==> config.mk <==
export PLATFORM = sky130hd
export DESIGN_NAME = accumulator_stack
export DESIGN_NICKNAME = d
export VERILOG_FILES = /design/src/rtl/nibbler_pkg.sv /design/src/rtl/acc_shadow_lifo.sv /design/src/rtl/accumulator_stack.sv
export SDC_FILE = /design/constraint.sdc
export NUM_CORES = 1
export LEC_CHECK = 0
export ABC_CLOCK_PERIOD_IN_PS = 2000
export BUFFER_PORTS_ARGS = -buffer_cell sky130_fd_sc_hd__buf_2
export CELL_PAD_IN_SITES_DETAIL_PLACEMENT = 0
export CELL_PAD_IN_SITES_GLOBAL_PLACEMENT = 1
export CORE_AREA = 4 4 92 72
export CTS_CLUSTER_DIAMETER = 150
export CTS_CLUSTER_SIZE = 16
export DETAILED_ROUTE_END_ITERATION = 10
export DIE_AREA = 0 0 96 76
export PLACE_DENSITY = 0.61
export SETUP_SLACK_MARGIN = 0.2
export SLEW_MARGIN = 25
export SYNTH_ARGS = -nofsm -noshare
export SYNTH_HDL_FRONTEND = slang
export SYNTH_SLANG_ARGS = --single-unit
export TNS_END_PERCENT = 30
==> constraint.sdc <==
create_clock -name CLK -period 2 [get_ports CLK]
set_input_delay 0.2 -clock CLK [delete_from_list [all_inputs] [get_ports CLK]]
set_output_delay 0.2 -clock CLK [all_outputs]
set_load 0.02 [all_outputs]
==> src/rtl/nibbler_pkg.sv <==
// Shared definitions for the Nibbler accumulator: op encodings and the
// width of one shadow-stack entry ({carry, acc}).
package nibbler_pkg;

  localparam logic [2:0] OP_HOLD = 3'b000;
  localparam logic [2:0] OP_LOAD = 3'b001;
  localparam logic [2:0] OP_INC  = 3'b010;
  localparam logic [2:0] OP_DEC  = 3'b011;
  localparam logic [2:0] OP_SHL  = 3'b100;
  localparam logic [2:0] OP_SHR  = 3'b101;
  localparam logic [2:0] OP_ROL  = 3'b110;
  localparam logic [2:0] OP_ROR  = 3'b111;

  function automatic int entry_width(input int width);
    return width + 1;
  endfunction

endpackage

==> src/rtl/acc_shadow_lifo.sv <==
// Small LIFO holding saved {carry, acc} entries. Supports push, pop and an
// in-place swap of the top entry when push and pop coincide on a non-empty stack.
module acc_shadow_lifo #(
  parameter int DEPTH = 4,
  parameter int EW    = 5
) (
  input  logic                       clk,
  input  logic                       reset,
  input  logic                       push,
  input  logic                       pop,
  input  logic [EW-1:0]              din,
  output logic [EW-1:0]              top,
  output logic [$clog2(DEPTH+1)-1:0] depth,
  output logic                       full,
  output logic                       empty,
  output logic                       ovf,
  output logic                       udf
);

  localparam int DW = $clog2(DEPTH + 1);
  localparam int AW = (DEPTH > 1) ? $clog2(DEPTH) : 1;

  logic [EW-1:0] mem [DEPTH];
  logic [DW-1:0] cnt;
  logic [AW-1:0] top_idx;
  logic [AW-1:0] wr_idx;
  logic          swap;
  logic          do_push;
  logic          do_pop;

  assign full    = (cnt == DW'(DEPTH));
  assign empty   = (cnt == '0);
  assign depth   = cnt;
  assign top_idx = AW'(cnt - DW'(1));
  assign wr_idx  = AW'(cnt);
  assign top     = empty ? '0 : mem[top_idx];

  // A coincident pop on an empty stack degrades to a plain push.
  assign swap    = push && pop && !empty;
  assign do_push = push && !full && !(pop && !empty);
  assign do_pop  = pop && !push && !empty;
  assign ovf     = push && !pop && full;
  assign udf     = pop && !push && empty;

  // NOTE: sequential state is updated with non-blocking assignments only, so
  // every always_ff reads pre-edge values regardless of evaluation order.
  always_ff @(posedge clk) begin
    if (reset) begin
      cnt <= '0;
    end else if (do_push) begin
      cnt <= cnt + DW'(1);
    end else if (do_pop) begin
      cnt <= cnt - DW'(1);
    end
  end

  // NOTE: the storage array has no reset; its contents are only ever read
  // below the occupancy count, which is reset, so clearing it buys nothing.
  always_ff @(posedge clk) begin
    if (swap) begin
      mem[top_idx] <= din;
    end else if (do_push) begin
      mem[wr_idx] <= din;
    end
  end

endmodule

==> src/rtl/accumulator_stack.sv <==
// Nibbler accumulator: op-selected update of {carry, acc}, derived zero flag,
// and a shadow LIFO for saving/restoring the pair with sticky error flags.
module accumulator_stack
  import nibbler_pkg::*;
#(
  parameter int WIDTH = 4,
  parameter int DEPTH = 4
) (
  input  logic                       CLK,
  input  logic                       RESET,
  input  logic                       enable,
  input  logic [2:0]                 op,
  input  logic [WIDTH-1:0]           Data,
  input  logic                       save,
  input  logic                       restore,
  input  logic                       clr_err,
  output logic [WIDTH-1:0]           Q,
  output logic                       carry,
  output logic                       zero,
  output logic [$clog2(DEPTH+1)-1:0] depth,
  output logic                       full,
  output logic                       empty,
  output logic                       err_ovf,
  output logic                       err_udf
);

  localparam int EW = entry_width(WIDTH);

  logic [WIDTH-1:0] acc;
  logic             carry_q;
  logic [EW-1:0]    nxt;
  logic [EW-1:0]    top;
  logic             ovf;
  logic             udf;
  logic             take_top;

  assign Q     = acc;
  assign carry = carry_q;
  assign zero  = (acc == '0);

  // Result of the selected op, packed as {carry, acc}.
  always_comb begin
    nxt = {carry_q, acc};
    case (op)
      OP_LOAD: nxt = {carry_q, Data};
      OP_INC:  nxt = {1'b0, acc} + EW'(1);
      OP_DEC:  nxt = {(acc == '0), acc - WIDTH'(1)};
      OP_SHL:  nxt = {acc[WIDTH-1], acc[WIDTH-2:0], 1'b0};
      OP_SHR:  nxt = {acc[0], 1'b0, acc[WIDTH-1:1]};
      OP_ROL:  nxt = {acc[WIDTH-1], acc[WIDTH-2:0], carry_q};
      OP_ROR:  nxt = {acc[0], carry_q, acc[WIDTH-1:1]};
      default: nxt = {carry_q, acc};
    endcase
  end

  acc_shadow_lifo #(
    .DEPTH(DEPTH),
    .EW   (EW)
  ) u_lifo (
    .clk  (CLK),
    .reset(RESET),
    .push (save),
    .pop  (restore),
    .din  ({carry_q, acc}),
    .top  (top),
    .depth(depth),
    .full (full),
    .empty(empty),
    .ovf  (ovf),
    .udf  (udf)
  );

  // A restore that actually pops (alone or as a swap) overrides the op.
  assign take_top = restore && !empty;

  always_ff @(posedge CLK) begin
    if (RESET) begin
      acc     <= '0;
      carry_q <= 1'b0;
      err_ovf <= 1'b0;
      err_udf <= 1'b0;
    end else begin
      if (take_top) begin
        {carry_q, acc} <= top;
      end else if (enable) begin
        {carry_q, acc} <= nxt;
      end
      err_ovf <= (err_ovf && !clr_err) || ovf;
      err_udf <= (err_udf && !clr_err) || udf;
    end
  end

endmodule

==> impl_metrics.env <==
export IMPL_clkSlewWorstSetupHoldPaths_ns=0.06
export IMPL_via_per_inst=4.97
export IMPL_drtIter0Drc=79
export IMPL_cts_buffers=5
export IMPL_max_cap_violations=0
export IMPL_rrSetupSlack_ns=0.29
export IMPL_fp_dieH_um=76
export IMPL_critical_path_startpoint_type="flip-flop"
export IMPL_synth_cell_type_count=48
export IMPL_timing_rr_end="u_lifo.mem[1][2]"
export IMPL_first_global_vias=1265
export IMPL_cts_buffer_depth=2
export IMPL_period_share_pct=85.6
export IMPL_switching_share_pct=39.5
export IMPL_slew_headroom_pct=68.0
export IMPL_n_antenna_cell=0
export IMPL_grt_start_max_net_pins=16
export IMPL_ant_nets=0
export IMPL_reg2regPathDepth=6
export IMPL_dieWidth_um=96
export IMPL_clock_sinks=30
export IMPL_period_minus_slack_ns=1.71
export IMPL_power_frac_comb_pct=48.8
export IMPL_rsz0062_at_grt="no"
export IMPL_ios=26
export IMPL_grt_first_pass_wirelength_um=6700
export IMPL_worst_skew_pair_late_latency_ns=0.28
export IMPL_slew_violations=0
export IMPL_holdWs_ns=0.201
export IMPL_hold_violations=0
export IMPL_cts_root_buf="clkbuf_8"
export IMPL_setup_tns_final_ns=0
export IMPL_cts_hold_buf=0
export IMPL_intPower_uw=1750
export IMPL_antenna_found_initial=0
export IMPL_synth_flop_cell="edfxtp_1"
export IMPL_status="completed"
export IMPL_critical_path_endpoint_type="flip-flop"
export IMPL_die_area_um2=7300
export IMPL_switchingPower_uw=1150
export IMPL_gp_congestion=0.908
export IMPL_initial_core_util_pct=29.4
export IMPL_cts_tree="done"
export IMPL_htree_levels=2
export IMPL_synth_seq_cells=30
export IMPL_drtPass1Iterations=4
export IMPL_yosys_warnings=0
export IMPL_syn_to_final_growth_pct=20.7
export IMPL_path_max_fanout=6
export IMPL_hold_path_class="input port to flip-flop"
export IMPL_utilization_pct=35.4
export IMPL_grtUsageTotal_pct=12.1
export IMPL_syn_cell_area_um2=1680
export IMPL_synth_async_reset_ratio_pct=0
export IMPL_core_area_um2=5740
export IMPL_critPathCapture="u_lifo.mem[1][2]"
export IMPL_n_fill_cell=574
export IMPL_worst_pin_slew_ns=0.480
export IMPL_startpoint="u_lifo.depth[1]"
export IMPL_synth_nets=172
export IMPL_arrival_ns=1.68
export IMPL_ys_seq_area_share_pct=47.5
export IMPL_worst_ir_drop_vdd_mv=0.403
export IMPL_drcViolationCount=0
export IMPL_seqPwrFrac_pct=35.4
export IMPL_fin_ws_ns=0.288
export IMPL_finalSetupViolations=0
export IMPL_dp_worst_setup_slack_ns=0.118
export IMPL_fmax_mhz=584
export IMPL_p_leak_uw=0.000753
export IMPL_post_drt_wl_per_cell_um=15.7
export IMPL_vias=1297
export IMPL_p_per_area_nw_per_um2=1430
export IMPL_dp_hpwl_um=2970
export IMPL_finalWirelength_um=4100
export IMPL_critPathKind="flip-flop to flip-flop"
export IMPL_synthCells=153
export IMPL_port_buffers=25
export IMPL_syn_area_per_cell_um2=11.0
export IMPL_fin_nets=201
export IMPL_drive_above_1_share_pct=33.3
export IMPL_r2r_start="u_lifo.depth[1]"
export IMPL_rows=24
export IMPL_clkPwrFrac_pct=15.8
export IMPL_fin_worst_skew_ns=0.00441
export IMPL_grt_overflow_total=0
export IMPL_power_uw=2900
export IMPL_required_ns=1.97
export IMPL_synth_edf_count=20
## Yosys cell counts, types with 2 or more instances
library cell / n / area (um^2)
a31oi_1: 5 / 31.3
nor2_1: 8 / 30.0
a211oi_1: 2 / 15.0
nor2b_1: 3 / 18.8
nand2b_1: 3 / 18.8
mux2i_1: 3 / 30.0
a21boi_0: 2 / 15.0
buf_2: 2 / 10.0
clkbuf_1: 2 / 7.51
a21oi_1: 9 / 45.0
buf_6: 3 / 33.8
ha_1: 6 / 75.1
o21ai_0: 7 / 35.0
mux4_2: 5 / 113
nor3_1: 3 / 15.0
xnor2_1: 3 / 26.3
inv_1: 8 / 30.0
o21ai_1: 2 / 10.0
edfxtp_1: 20 / 601
nand2_1: 13 / 48.8
dfxtp_1: 10 / 200
nand3_1: 8 / 40.0
## critical path, stage by stage, from the launching register on
cell and delay, ns:
dfxtp_2 0.38, inv_2 0.09, ha_4 0.18, nand2b_1 0.12, and2_0 0.22, nand3_1 0.15, a21boi_4 0.26
## worst min path at each step
| stage | start | end | slack, ns | cells after the start |
|---|---|---|---|---|
| after floorplan | clr_err | err_ovf | 0.38 | 2 |
| after global placement | err_ovf | err_ovf | 0.46 | 2 |
| after detailed placement | err_ovf | err_ovf | 0.47 | 2 |
| after CTS | clr_err | err_ovf | 0.20 | 3 |
| after global routing | clr_err | err_ovf | 0.22 | 3 |
| final | clr_err | err_ovf | 0.20 | 3 |
## power by group through the flow
stage / Clock, uW / Sequential (uW) / Combinational [uW]
2_1_floorplan: 0 / 1070 / 956
3_3_place_gp: 0 / 1070 / 1290
3_5_place_dp: 0 / 1070 / 1280
4_1_cts: 468 / 1030 / 1370
5_1_grt: 500 / 1040 / 1560
6_report: 459 / 1030 / 1420
## registers in the layout, indices dropped and copies added, names as in the netlist
| signal | cells |
|---|---|
| err_ovf | 1 |
| u_lifo.depth | 3 |
| Q | 4 |
| carry | 1 |
| u_lifo.mem | 20 |
| err_udf | 1 |
## area by class of cell
| cell class | instances | area (um^2) | area share (%) |
|---|---|---|---|
| clock buffers | 8 | 80.1 | 3.94 |
| well taps | 78 | 97.6 | 4.80 |
| repair buffers | 32 | 178 | 8.74 |
| inverters | 8 | 32.5 | 1.60 |
| multi-input cells | 105 | 838 | 41.3 |
| flip-flops and latches | 30 | 806 | 39.7 |
## stage by stage
stage | cell area (um^2) | instances
after floorplan | 1720 | 153
after global routing | 2030 | 261
final | 2030 | 261
after CTS | 2010 | 261
after global placement | 1910 | 252
after detailed placement | 1910 | 252
## cells by family after synthesis
family | synth area share, %
AO/OA/AOI/OAI | 16.4
XOR/XNOR | 2.08
adder cells (fa/ha/maj) | 4.46
buffers and inverters | 5.79
flip-flops | 47.5
multiplexers | 8.47
AND/OR/NAND/NOR | 15.2
## repair_timing
item	CTS	global route
gates cloned	0	0
gates resized for setup	4	3
setup endpoints to repair	20	23
pin swaps	1	0
buffers inserted	1	0
## layout by cell type (no fill, tap or decap), types with 2 or more instances in the layout
| cell | Yosys | layout |
|---|---|---|
| buf_2 | 2 | 25 |
| o21ai_0 | 7 | 7 |
| nor2b_4 | 1 | 2 |
| clkbuf_1 | 2 | 3 |
| nor2b_1 | 3 | 2 |
| nand3_1 | 8 | 8 |
| inv_1 | 8 | 6 |
| xnor2_1 | 3 | 3 |
| ha_1 | 6 | 5 |
| mux2i_1 | 3 | 2 |
| nand2_1 | 13 | 12 |
| dfxtp_1 | 10 | 8 |
| a21oi_1 | 9 | 9 |
| buf_4 | 1 | 7 |
| a211oi_1 | 2 | 2 |
| nor3_1 | 3 | 3 |
| clkbuf_8 | 0 | 5 |
| a21boi_4 | 0 | 2 |
| nand2b_1 | 3 | 3 |
| o21ai_1 | 2 | 2 |
| nor2_1 | 8 | 8 |
| edfxtp_1 | 20 | 20 |
| a31oi_1 | 5 | 5 |
| mux4_2 | 5 | 5 |
## metal layers
metal | wire length, um | share of wire (%) | global-route usage, %
met1 | 2070 | 51 | 18.3
met2 | 1760 | 43 | 16.2
met3 | 210 | 5.1 | 3.55
met4 | 51 | 1.2 | 3.98
met5 | 0 | 0 | 0
Power figures use the tool's default switching activity.
